<file path="config.mk">
export PLATFORM = sky130hd
export DESIGN_NAME = watchdog_timer
export DESIGN_NICKNAME = d
export VERILOG_FILES = /design/src/rtl/watchdog_timer.sv
export SDC_FILE = /design/constraint.sdc
export NUM_CORES = 1
export LEC_CHECK = 0
export CAP_MARGIN = 20
export CORE_UTILIZATION = 46
export DETAILED_ROUTE_END_ITERATION = 12
export GPL_TIMING_DRIVEN = 0
export MAX_ROUTING_LAYER = met4
export PLACE_DENSITY = 0.65
export REMOVE_ABC_BUFFERS = 1
export SLEW_MARGIN = 25
export SYNTH_ARGS = -nofsm -noshare
export SYNTH_HDL_FRONTEND = slang
export SYNTH_SLANG_ARGS = --single-unit
</file>
<file path="constraint.sdc">
create_clock -name clk -period 2.9 [get_ports clk]
set_input_delay 0.58 -clock clk [delete_from_list [all_inputs] [get_ports clk]]
set_output_delay 0.58 -clock clk [all_outputs]
set_load 0.01 [all_outputs]
</file>
<file path="src/rtl/watchdog_timer.sv">
// Host-kicked watchdog: fires a pulse_cycles-wide int_reset when not kicked within timeout_cycles.
// Commands land on the edge after wr_strobe; outputs are decoded straight from registered state.
module watchdog_timer #(
    parameter int unsigned timeout_cycles = 1000000,
    parameter int unsigned warn_cycles    = 65536,
    parameter int unsigned pulse_cycles   = 4
) (
    input  logic       clk,
    input  logic       reset,
    input  logic       wr_strobe,
    input  logic [7:0] wr_data,
    output logic       int_reset,
    output logic       armed,
    output logic       warning,
    output logic       unlock_pending
);

    localparam int CW = $clog2(timeout_cycles + 1);
    localparam int PW = $clog2(pulse_cycles + 1);

    localparam logic [CW-1:0] RELOAD     = CW'(timeout_cycles - 1);
    localparam logic [CW-1:0] WARN_TH    = CW'(warn_cycles);
    localparam logic [PW-1:0] PULSE_LAST = PW'(pulse_cycles - 1);

    localparam logic [7:0] CMD_KICK   = 8'hA5;
    localparam logic [7:0] CMD_SWRST  = 8'hE1;
    localparam logic [7:0] CMD_UNLOCK = 8'h5A;
    localparam logic [7:0] CMD_DISARM = 8'h3C;

    typedef enum logic [1:0] {
        DISARMED = 2'd0,
        ARMED    = 2'd1,
        FIRE     = 2'd2
    } state_t;

    state_t          state, state_nxt;
    logic [CW-1:0]   count, count_nxt;
    logic [PW-1:0]   pcnt, pcnt_nxt;
    logic [7:0]      ucnt, ucnt_nxt;
    logic            pend, pend_nxt;

    logic            is_kick, is_swrst, is_disarm, enter_fire;

    assign is_kick   = wr_strobe && (wr_data == CMD_KICK);
    assign is_swrst  = wr_strobe && (wr_data == CMD_SWRST);
    assign is_disarm = wr_strobe && (wr_data == CMD_DISARM) && pend;

    always_ff @(posedge clk or posedge reset) begin
        if (reset) begin
            state <= DISARMED;
            count <= '0;
            pcnt  <= '0;
            ucnt  <= '0;
            pend  <= 1'b0;
        end else begin
            state <= state_nxt;
            count <= count_nxt;
            pcnt  <= pcnt_nxt;
            ucnt  <= ucnt_nxt;
            pend  <= pend_nxt;
        end
    end

    always_comb begin
        state_nxt  = state;
        count_nxt  = count;
        pcnt_nxt   = pcnt;
        ucnt_nxt   = ucnt;
        pend_nxt   = pend;
        enter_fire = 1'b0;

        // Any write resolves the unlock window; 0xFF means this is the 256th idle cycle.
        if (wr_strobe) begin
            pend_nxt = (wr_data == CMD_UNLOCK);
            ucnt_nxt = 8'd0;
        end else if (pend) begin
            ucnt_nxt = ucnt + 8'd1;
            if (ucnt == 8'hFF) begin
                pend_nxt = 1'b0;
            end
        end

        case (state)
            DISARMED: begin
                if (is_swrst) begin
                    enter_fire = 1'b1;
                end else if (is_kick) begin
                    state_nxt = ARMED;
                    count_nxt = RELOAD;
                end
            end
            ARMED: begin
                // Host commands outrank expiry in the same cycle.
                if (is_swrst) begin
                    enter_fire = 1'b1;
                end else if (is_kick) begin
                    count_nxt = RELOAD;
                end else if (is_disarm) begin
                    state_nxt = DISARMED;
                end else if (count == '0) begin
                    enter_fire = 1'b1;
                end else begin
                    count_nxt = count - 1'b1;
                end
            end
            FIRE: begin
                if (pcnt == PULSE_LAST) begin
                    state_nxt = DISARMED;
                end else begin
                    pcnt_nxt = pcnt + 1'b1;
                end
            end
            default: begin
                state_nxt = DISARMED;
            end
        endcase

        if (enter_fire) begin
            state_nxt = FIRE;
            pcnt_nxt  = '0;
            pend_nxt  = 1'b0;
        end
    end

    assign int_reset      = (state == FIRE);
    assign armed          = (state == ARMED);
    assign warning        = (state == ARMED) && (count < WARN_TH);
    assign unlock_pending = pend;

endmodule

</file>
==> flow_metrics.tcl, run 1 <==
set metrics [dict create \
    drt_wl_total_um 4320 \
    htreeDepth 2 \
    start_util_pct 49.4 \
    worst_slew_pin_slew_ps 721 \
    crit_chain "clkdlybuf4s50_1 > nand3b_1 > or4b_1 > o21ai_4 > a211oi_4 > and3_1 > or3_1" \
    async_flop_share_pct 100 \
    antenna_found_initial 0 \
    fill_cells 368 \
    rsz0062_at_grt "false" \
    r2r_slack_ps 320 \
    multi_input_comb_area_um2 1120 \
    layout-drive-gt1-share_pct 14.1 \
    cts_buffer_depth 2 \
    overflow 0 \
    dieArea_um2 4690 \
    pin_count 15 \
    drc 0 \
    yosysUniqueCellTypes 47 \
    die_h_um 68.5 \
    irDropWorstVdd_mv 0.425 \
    p_leak_nw 0.946 \
    fmax_ghz 0.363 \
    fp-row-count 23 \
    dp_slack_ps -595 \
    final_cell_count_no_fill 270 \
    syn_inst 206 \
    power_density_nw_per_um2 587 \
    cts_root_buffer "clkbuf_8" \
    cp-end-kind "flop" \
    dp.cells 262 \
    detail-route-antenna-nets 0 \
    track_usage_pct 21.7 \
    antenna_cells 0 \
    dr.pass1.iters 4 \
    grt_max_degree 35 \
    synth-seq-cells 34 \
    clock-sinks 34 \
    ys_seq_area_share_pct 41.8 \
    port_buffers 14 \
    power.total_mw 1.35 \
    seqCellArea_um2 851 \
    final_cell_mix "34 x dfrtp_1, 26 x nor2_1, 14 x xnor2_1" \
    coreArea_um2 4120 \
    hold_path_class "reg2reg" \
    clock_latency_ps 280 \
    status "finished clean" \
    syn_area_um2 2030 \
    chipWidth_um 68.5 \
    drv_slew 0 \
    timing.final.crit_period_ps 2750 \
    synth_edf_count 0 \
    vias 1620 \
    wl_per_cell_um 16.0 \
    arrival_ps 2910 \
    cpPeakStageDelay_ps 620 \
    setup_viol 0 \
    via_per_inst 6.00 \
    routabilityCongestion 0.839 \
    grt_pass1_vias 1602 \
    finalHoldViolCount 0 \
    cp_slowest_cell "or4b_1" \
    yosysWarnings 0 \
    critPathMaxFanout 13 \
    post-dp-hpwl_um 2970 \
    worstSetupPathType "in2reg" \
    cp-start-kind "input port" \
    syn_area_per_cell_um2 9.87 \
    cts.clk_slew.worst_paths_ps 70 \
    ys.flop_type "dfrtp_1" \
    nNetsFinal 235 \
    final_common_cell "dfrtp_1" \
    skew_ps 2.59 \
    crit_required_ps 3060 \
    slew_headroom_pct 51.9 \
    area_growth_pct 13.2 \
    cts_tree "yes" \
    grt_pass1_wl_um 7350 \
    finalCritPeriodShare_pct 94.9 \
    detail_route.iter0.violations 53 \
    numCtsBuffers 5 \
    maxCapViolations 0 \
    fin_ws_ps 149 \
]
-- synthesized netlist by cell type (2+ instances only) --
master	instances	area [um2]
a31oi_1	2	12.5
xor2_1	4	35.0
xnor2_1	14	123
a21oi_1	7	35.0
nand2_1	13	48.8
a2111oi_2	6	90.1
or2_2	3	18.8
inv_1	9	33.8
nor4_1	3	18.8
nand4_1	7	43.8
nor2b_1	3	18.8
clkbuf_1	2	7.51
nor2_1	26	97.6
buf_2	4	20.0
nand2b_1	3	18.8
o31a_1	2	17.5
o21ai_0	6	30.0
a211o_1	2	17.5
a211oi_1	4	30.0
ha_1	5	62.6
dfrtp_1	34	851
nand3b_1	2	15.0
nand3_1	4	20.0
nor3b_1	2	15.0
and3_1	5	31.3
mux2i_1	2	20.0
or3_1	6	37.5
nor3_1	7	35.0
-- repair_timing --
action                                  in CTS  in global routing
hold buffers                                 0                  0
endpoints found under the setup margin       9                  1
resized for setup                            2                  1
endpoints found under the hold margin        0                  0
setup buffers                                0                  0
-- state kept, by name (all words and copies together) (netlist names) --
name            count
state               2
unlock_pending      1
pcnt                3
count              20
ucnt                8
-- per-stage QoR --
stage	instance area, um2	hold WS [ps]	TNS (ps)	utilization (%)
floorplan	1990	480	0	-
global placement	2200	505	-5280	53.4
CTS	2300	544	0	55.9
global route	2300	576	0	55.9
detailed placement	2200	533	-6240	53.5
finish	2300	543	0	55.9
-- cells by family (layout without fill, tap and decap cells) --
logic type / Yosys count / count (layout) / share of synthesized area [%]
AND/OR/NAND/NOR: 93 / 93 / 25.7
XOR/XNOR: 18 / 18 / 7.75
AO/OA/AOI/OAI: 37 / 37 / 17.0
flip-flops: 34 / 34 / 41.8
adder cells (fa/ha/maj): 5 / 5 / 3.08
buffers and inverters: 17 / 31 / 3.57
multiplexers: 2 / 2 / 0.985
-- final timing paths --
path / cells past startpoint / endpoint / startpoint
worst max-delay path: 7 / count[18] / wr_data[1]
min in group asynchronous: 2 / ucnt[3] / reset
max in group asynchronous: 2 / count[8] / reset
worst max register to register: 6 / count[18] / count[4]
worst min register to register: 1 / state[1] / state[0]
worst min-delay path: 1 / state[1] / state[0]
-- worst max-delay path, delay by kind of cell --
kind | cells | cell delay, ps
compound gates | 2 | 460
buf+inv | 1 | 430
simple gates | 4 | 1430
-- report_power, final --
group	switching (mW)	total [mW]	internal (mW)	leakage [nW]
sequential	0.0924	0.653	0.560	0.432
clock	0.171	0.362	0.192	0.0482
combinational	0.194	0.336	0.142	0.466
-- layout make-up --
class	count	area share (%)
multi-input cells	155	48.8
flip-flops and latches	34	37.0
repair buffers	14	6.04
clock buffers	7	3.75
well taps	50	2.72
inverters	9	1.47
clock inverters	1	0.218
-- per-layer routing --
metal | track usage (%) | up-vias | share of wire, %
met1 | 25.6 | 818 | 45
met3 | 4.50 | 5 | 3.8
met2 | 37.5 | 29 | 51
li1 | - | 768 | -
met5 | - | - | 0
met4 | 5.47 | 0 | 0.56
Power figures use the tool's default switching activity.
==> inputs of run 2 (changes only) <==
--- a/config.mk
+++ b/config.mk
@@ -10,7 +10,7 @@
 export DETAILED_ROUTE_END_ITERATION = 12
 export GPL_TIMING_DRIVEN = 0
 export MAX_ROUTING_LAYER = met4
-export PLACE_DENSITY = 0.65
+export PLACE_DENSITY = 0.71
 export REMOVE_ABC_BUFFERS = 1
 export SLEW_MARGIN = 25
 export SYNTH_ARGS = -nofsm -noshare
==> run 2 against run 1 <==
  * Final cell count is the same
  * Total power shrank 0.64%
  * Largest power group unchanged
  * Die area is the same
  * Final area is the same
  * Sequential power is essentially flat
==> flow_metrics.tcl, run 2 (synthesis results as in run 1) <==
set metrics [dict create \
    crit_chain "dlygate4sd2_1 > nand3b_1 > or4b_1 > o21ai_4 > a211oi_4 > and3_1 > or3_1" \
    cts_hold_buf 0 \
    chipWidth_um 68.5 \
    final_common_cell "dfrtp_1" \
    maxCapViolations 0 \
    detail_route.iter0.violations 151 \
    nNetsFinal 235 \
    skew_ps 5.75 \
    power.total_mw 1.34 \
    antenna_found_initial 0 \
    coreArea_um2 4120 \
    vias 1550 \
    drv_slew 0 \
    hold_depth 2 \
    grt_max_degree 35 \
    dieArea_um2 4690 \
    track_usage_pct 20.2 \
    p_leak_nw 0.945 \
    slew_headroom_pct 33.8 \
    crit_required_ps 3070 \
    clock_latency_ps 280 \
    pin_count 15 \
    rsz0062_at_grt "false" \
    cts_tree "yes" \
    final_cell_mix "34 x dfrtp_1, 26 x nor2_1, 14 x xnor2_1" \
    cts_buffer_depth 2 \
    setup_viol 0 \
    finalHoldViolCount 0 \
    post-dp-hpwl_um 2670 \
    antenna_cells 0 \
    top_regs "count (20), ucnt (8), pcnt (3)" \
    drt_wl_total_um 3970 \
    start_util_pct 49.4 \
    worst_slew_pin_slew_ps 993 \
    htreeDepth 2 \
    via_per_inst 5.74 \
    cts_root_buffer "clkbuf_8" \
    r2r_cells 6 \
    fill_cells 376 \
    critPathMaxFanout 13 \
    largest_register "count" \
    cp_top_family "simple AND/OR/NAND/NOR gates" \
    grt_pass1_vias 1481 \
    detail-route-antenna-nets 0 \
    finalCritPeriodShare_pct 94.2 \
    largest_register_ffs 20 \
    cp.depth 7 \
    cts.clk_slew.worst_paths_ps 70 \
    fmax_ghz 0.366 \
    fp-row-count 23 \
    dr.pass1.iters 4 \
    port_buffers 14 \
    arrival_ps 2900 \
    status "finished clean" \
    clock-sinks 34 \
    cp-start-kind "input port" \
    routabilityCongestion 0.839 \
    wl_per_cell_um 14.7 \
    critPathBufInv 1 \
    power_density_nw_per_um2 583 \
    die_h_um 68.5 \
    final_util_pct 55.9 \
    drc 0 \
    worstSetupPathType "in2reg" \
    cp-end-kind "flop" \
    overflow 0 \
    hold_path_class "reg2reg" \
    cpPeakStageDelay_ps 620 \
    irDropWorstVdd_mv 0.307 \
    cp_slowest_cell "or4b_1" \
    grt_pass1_wl_um 6760 \
    numCtsBuffers 5 \
    area_growth_pct 13.2 \
    timing.final.crit_period_ps 2730 \
    layout-drive-gt1-share_pct 13.6 \
    cts_setup_buffers 0 \
]
-- run 2: worst paths after layout --
kind                            from   endpoint  slack (ps)
setup / recovery           wr_strobe  count[18]         170
hold / removal               pcnt[1]    pcnt[1]         550
setup reg to reg            count[4]  count[18]         320
hold reg to reg              pcnt[1]    pcnt[1]         550
max in group asynchronous      reset   count[5]        1700
min in group asynchronous      reset  count[17]         740
-- run 2: worst register-to-register path, stage by stage (launching register included) --
cell      delay [ps]
dfrtp_1          440
nor4_4           480
nand4_2          230
o21ai_4          540
a211oi_4         200
and3_1           240
or3_1            330
-- run 2: timing repair --
item | CTS | global route
pin swaps | 0 | 0
endpoints found under the setup margin | 9 | 1
hold endpoints to repair | 0 | 0
gates cloned | 0 | 0
gates resized for setup | 2 | 1
-- run 2: per-stage QoR --
stage,setup slack (ps),hold WS [ps],area [um2],TNS [ps],instances
finish,170,547,2300,0,270
detailed placement,-577,533,2200,-6330,262
CTS,171,549,2300,0,270
global placement,-563,510,2200,-5920,262
floorplan,422,480,1990,0,198
global route,25.4,563,2300,0,270
-- run 2: where the power goes --
group	switching [mW]	total [mW]	internal (mW)
registers	0.0941	0.654	0.560
logic	0.189	0.328	0.140
clock network	0.168	0.360	0.191
total	0.451	1.34	0.891
-- run 2: layer usage --
| metal | part of all wire, % | vias up | wire length [um] | GRT usage, % |
|---|---|---|---|---|
| met1 | 49 | 747 | 1930 | 25.4 |
| met3 | 3.1 | 7 | 124 | 4.00 |
| li1 | - | 770 | - | - |
| met4 | 1.6 | 0 | 64 | 8.59 |
| met5 | 0 | - | 0 | - |
| met2 | 47 | 26 | 1850 | 31.4 |
-- run 2: final cells by class --
class	count	area [um2]	share of cell area [%]
clock buffers	7	86.3	3.75
flip-flops and latches	34	851	37.0
clock inverters	1	5.00	0.218
inverters	9	33.8	1.47
well taps	50	62.6	2.72
repair buffers	14	139	6.04
multi-input cells	155	1120	48.8
==> inputs of run 3 (changes only) <==
==> constraint.sdc (replaced) <==
create_clock -name clk -period 3.5 [get_ports clk]
set_input_delay 0.7 -clock clk [delete_from_list [all_inputs] [get_ports clk]]
set_output_delay 0.7 -clock clk [all_outputs]
set_load 0.01 [all_outputs]
==> run 3 against run 2 <==
  * Sequential share of layout area grew 0.12 points
  * Sequential cell count is the same
  * Non-clock buffer count stayed put
  * Wire length down 2.5%
  * Clock skew is 1.3 ps higher
  * Final cell count unchanged
  * Critical path depth stayed put
  * Clock-buffer cell count is the same
  * Clock power is 17% lower
  * Largest cell class unchanged
  * Largest power group unchanged
==> flow_metrics.tcl, run 3 (synthesis results as in run 1) <==
set metrics [dict create \
    status "finished clean" \
    antenna_found_initial 0 \
    combPwrFrac_pct 24.3 \
    skew_ps 7.08 \
    cp_top_family "compound AO/OA/AOI/OAI gates" \
    hold_path_class "reg2reg" \
    drv_slew 0 \
    detail_route.iter0.violations 163 \
    placed_area_um2 2200 \
    dr.pass1.iters 4 \
    finalHoldViolCount 0 \
    irDropWorstVdd_mv 0.258 \
    die_h_um 68.5 \
    antenna_cells 0 \
    routabilityCongestion 0.839 \
    start_util_pct 49.4 \
    largest_register_ffs 20 \
    nNetsFinal 235 \
    crit_chain "clkdlybuf4s50_1 > nand3b_1 > o31a_1 > o21bai_2 > a211oi_4 > and3_1 > or3_1" \
    p_switching_uw 372 \
    grt_pass1_wl_um 6730 \
    cts.clk_slew.worst_paths_ps 70 \
    arrival_ps 3460 \
    fill_cells 374 \
    cts_tree "yes" \
    top_regs "count (20), ucnt (8), pcnt (3)" \
    intPower_uw 737 \
    worst_slew_pin_slew_ps 985 \
    layout-drive-gt1-share_pct 13.6 \
    drt_wl_total_um 3870 \
    drc 0 \
    rsz0062_at_grt "false" \
    final_cell_mix "34 x dfrtp_1, 26 x nor2_1, 14 x xnor2_1, 14 x clkdlybuf4s50_1, 13 x nand2_1" \
    coreArea_um2 4120 \
    finalCritPeriodShare_pct 94.0 \
    track_usage_pct 20.1 \
    setup_viol 0 \
    cp-end-kind "flop" \
    largest_register "count" \
    slew_headroom_pct 34.3 \
    cts_root_buffer "clkbuf_8" \
    overflow 0 \
    dieArea_um2 4690 \
    area_growth_pct 12.8 \
    via_per_inst 5.67 \
    cts_hold_buf 0 \
    port_buffers 14 \
    timing.final.crit_period_ps 3290 \
    cts_buffer_depth 2 \
    detail-route-antenna-nets 0 \
    final_cell_area_um2 2290 \
    clock_latency_ps 290 \
    fin_setup_tns_ps 0 \
    cp-start-kind "input port" \
    final_common_cell "dfrtp_1" \
    cts_resized 0 \
    maxCapViolations 0 \
    cp_slowest_cell "o21bai_2" \
    chipWidth_um 68.5 \
    clock-sinks 34 \
    pin_count 15 \
    fmax_ghz 0.304 \
    worstSetupPathType "in2reg" \
    numCtsBuffers 5 \
    crit_required_ps 3670 \
    fp-row-count 23 \
    cpPeakStageDelay_ps 730 \
    htreeDepth 2 \
    grt_max_degree 35 \
    post-dp-hpwl_um 2670 \
    critPathBufInv 1 \
    wl_per_cell_um 14.3 \
    p_sw_share_pct 33.5 \
    critPathMaxFanout 15 \
    grt_pass1_vias 1479 \
    power_density_nw_per_um2 484 \
    p_leak_nw 0.942 \
    seqPwrFrac_pct 48.8 \
    cts_setup_buffers 0 \
    vias 1532 \
    clkPwrFrac_pct 26.9 \
]
## run 3: cell types whose count changed in the layout (fill, tap and decap cells not counted), sizes merged
| cell | delta |
|---|---|
| dlygate4sd2 | -1 |
| clkdlybuf4s50 | +1 |
## run 3: metal layers
layer / global-route usage [%] / up-vias / routed length [um]
met2: 31.5 / 23 / 1820
met4: 8.59 / 0 / 70
met5: - / - / 0
met1: 25.1 / 731 / 1880
li1: - / 770 / -
met3: 4.00 / 8 / 105
## run 3: through the flow
| step | worst slack, ps | util (%) | cells | total power [mW] | hold slack (ps) |
|---|---|---|---|---|---|
| floorplan | 902 | - | 198 | 0.743 | 480 |
| global placement | -83.0 | 53.4 | 262 | 0.805 | 510 |
| detailed placement | -97.4 | 53.5 | 262 | 0.816 | 533 |
| CTS | 212 | 55.7 | 270 | 1.12 | 549 |
| global route | 22.8 | 55.7 | 270 | 1.19 | 563 |
| finish | 210 | 55.7 | 270 | 1.11 | 546 |
## run 3: power by group through the flow
stage	logic, mW	clock network, mW	registers (mW)
after floorplan	0.213	0	0.530
after global placement	0.263	0	0.542
after detailed placement	0.270	0	0.546
after CTS	0.273	0.308	0.543
after global routing	0.316	0.323	0.554
final	0.269	0.298	0.542
## run 3: worst register-to-register path, stage by stage (launching register included)
cell	delay (ps)
dfrtp_1	440
nor4_4	480
nand4_2	230
o21ai_4	540
a211oi_4	200
and3_1	240
or3_1	330
## run 3: cell type report
type,instances,area (um2),area share [%]
Clock buffer,7,86.3,3.76
Multi-Input combinational cell,155,1110,48.6
Tap cell,50,62.6,2.73
Inverter,9,33.8,1.47
Clock inverter,1,5.00,0.218
Timing Repair Buffer,14,140,6.11
Sequential cell,34,851,37.1
## run 3: path summary, 6_finish.rpt
path / start / slack (ps) / to / cells after the start
min: pcnt[1] / 550 / pcnt[1] / 2
max in group asynchronous: reset / 2190 / count[5] / 2
min in group asynchronous: reset / 850 / count[17] / 2
min reg2reg: pcnt[1] / 550 / pcnt[1] / 2
max: wr_strobe / 210 / count[18] / 7
max reg2reg: count[4] / 920 / count[18] / 6
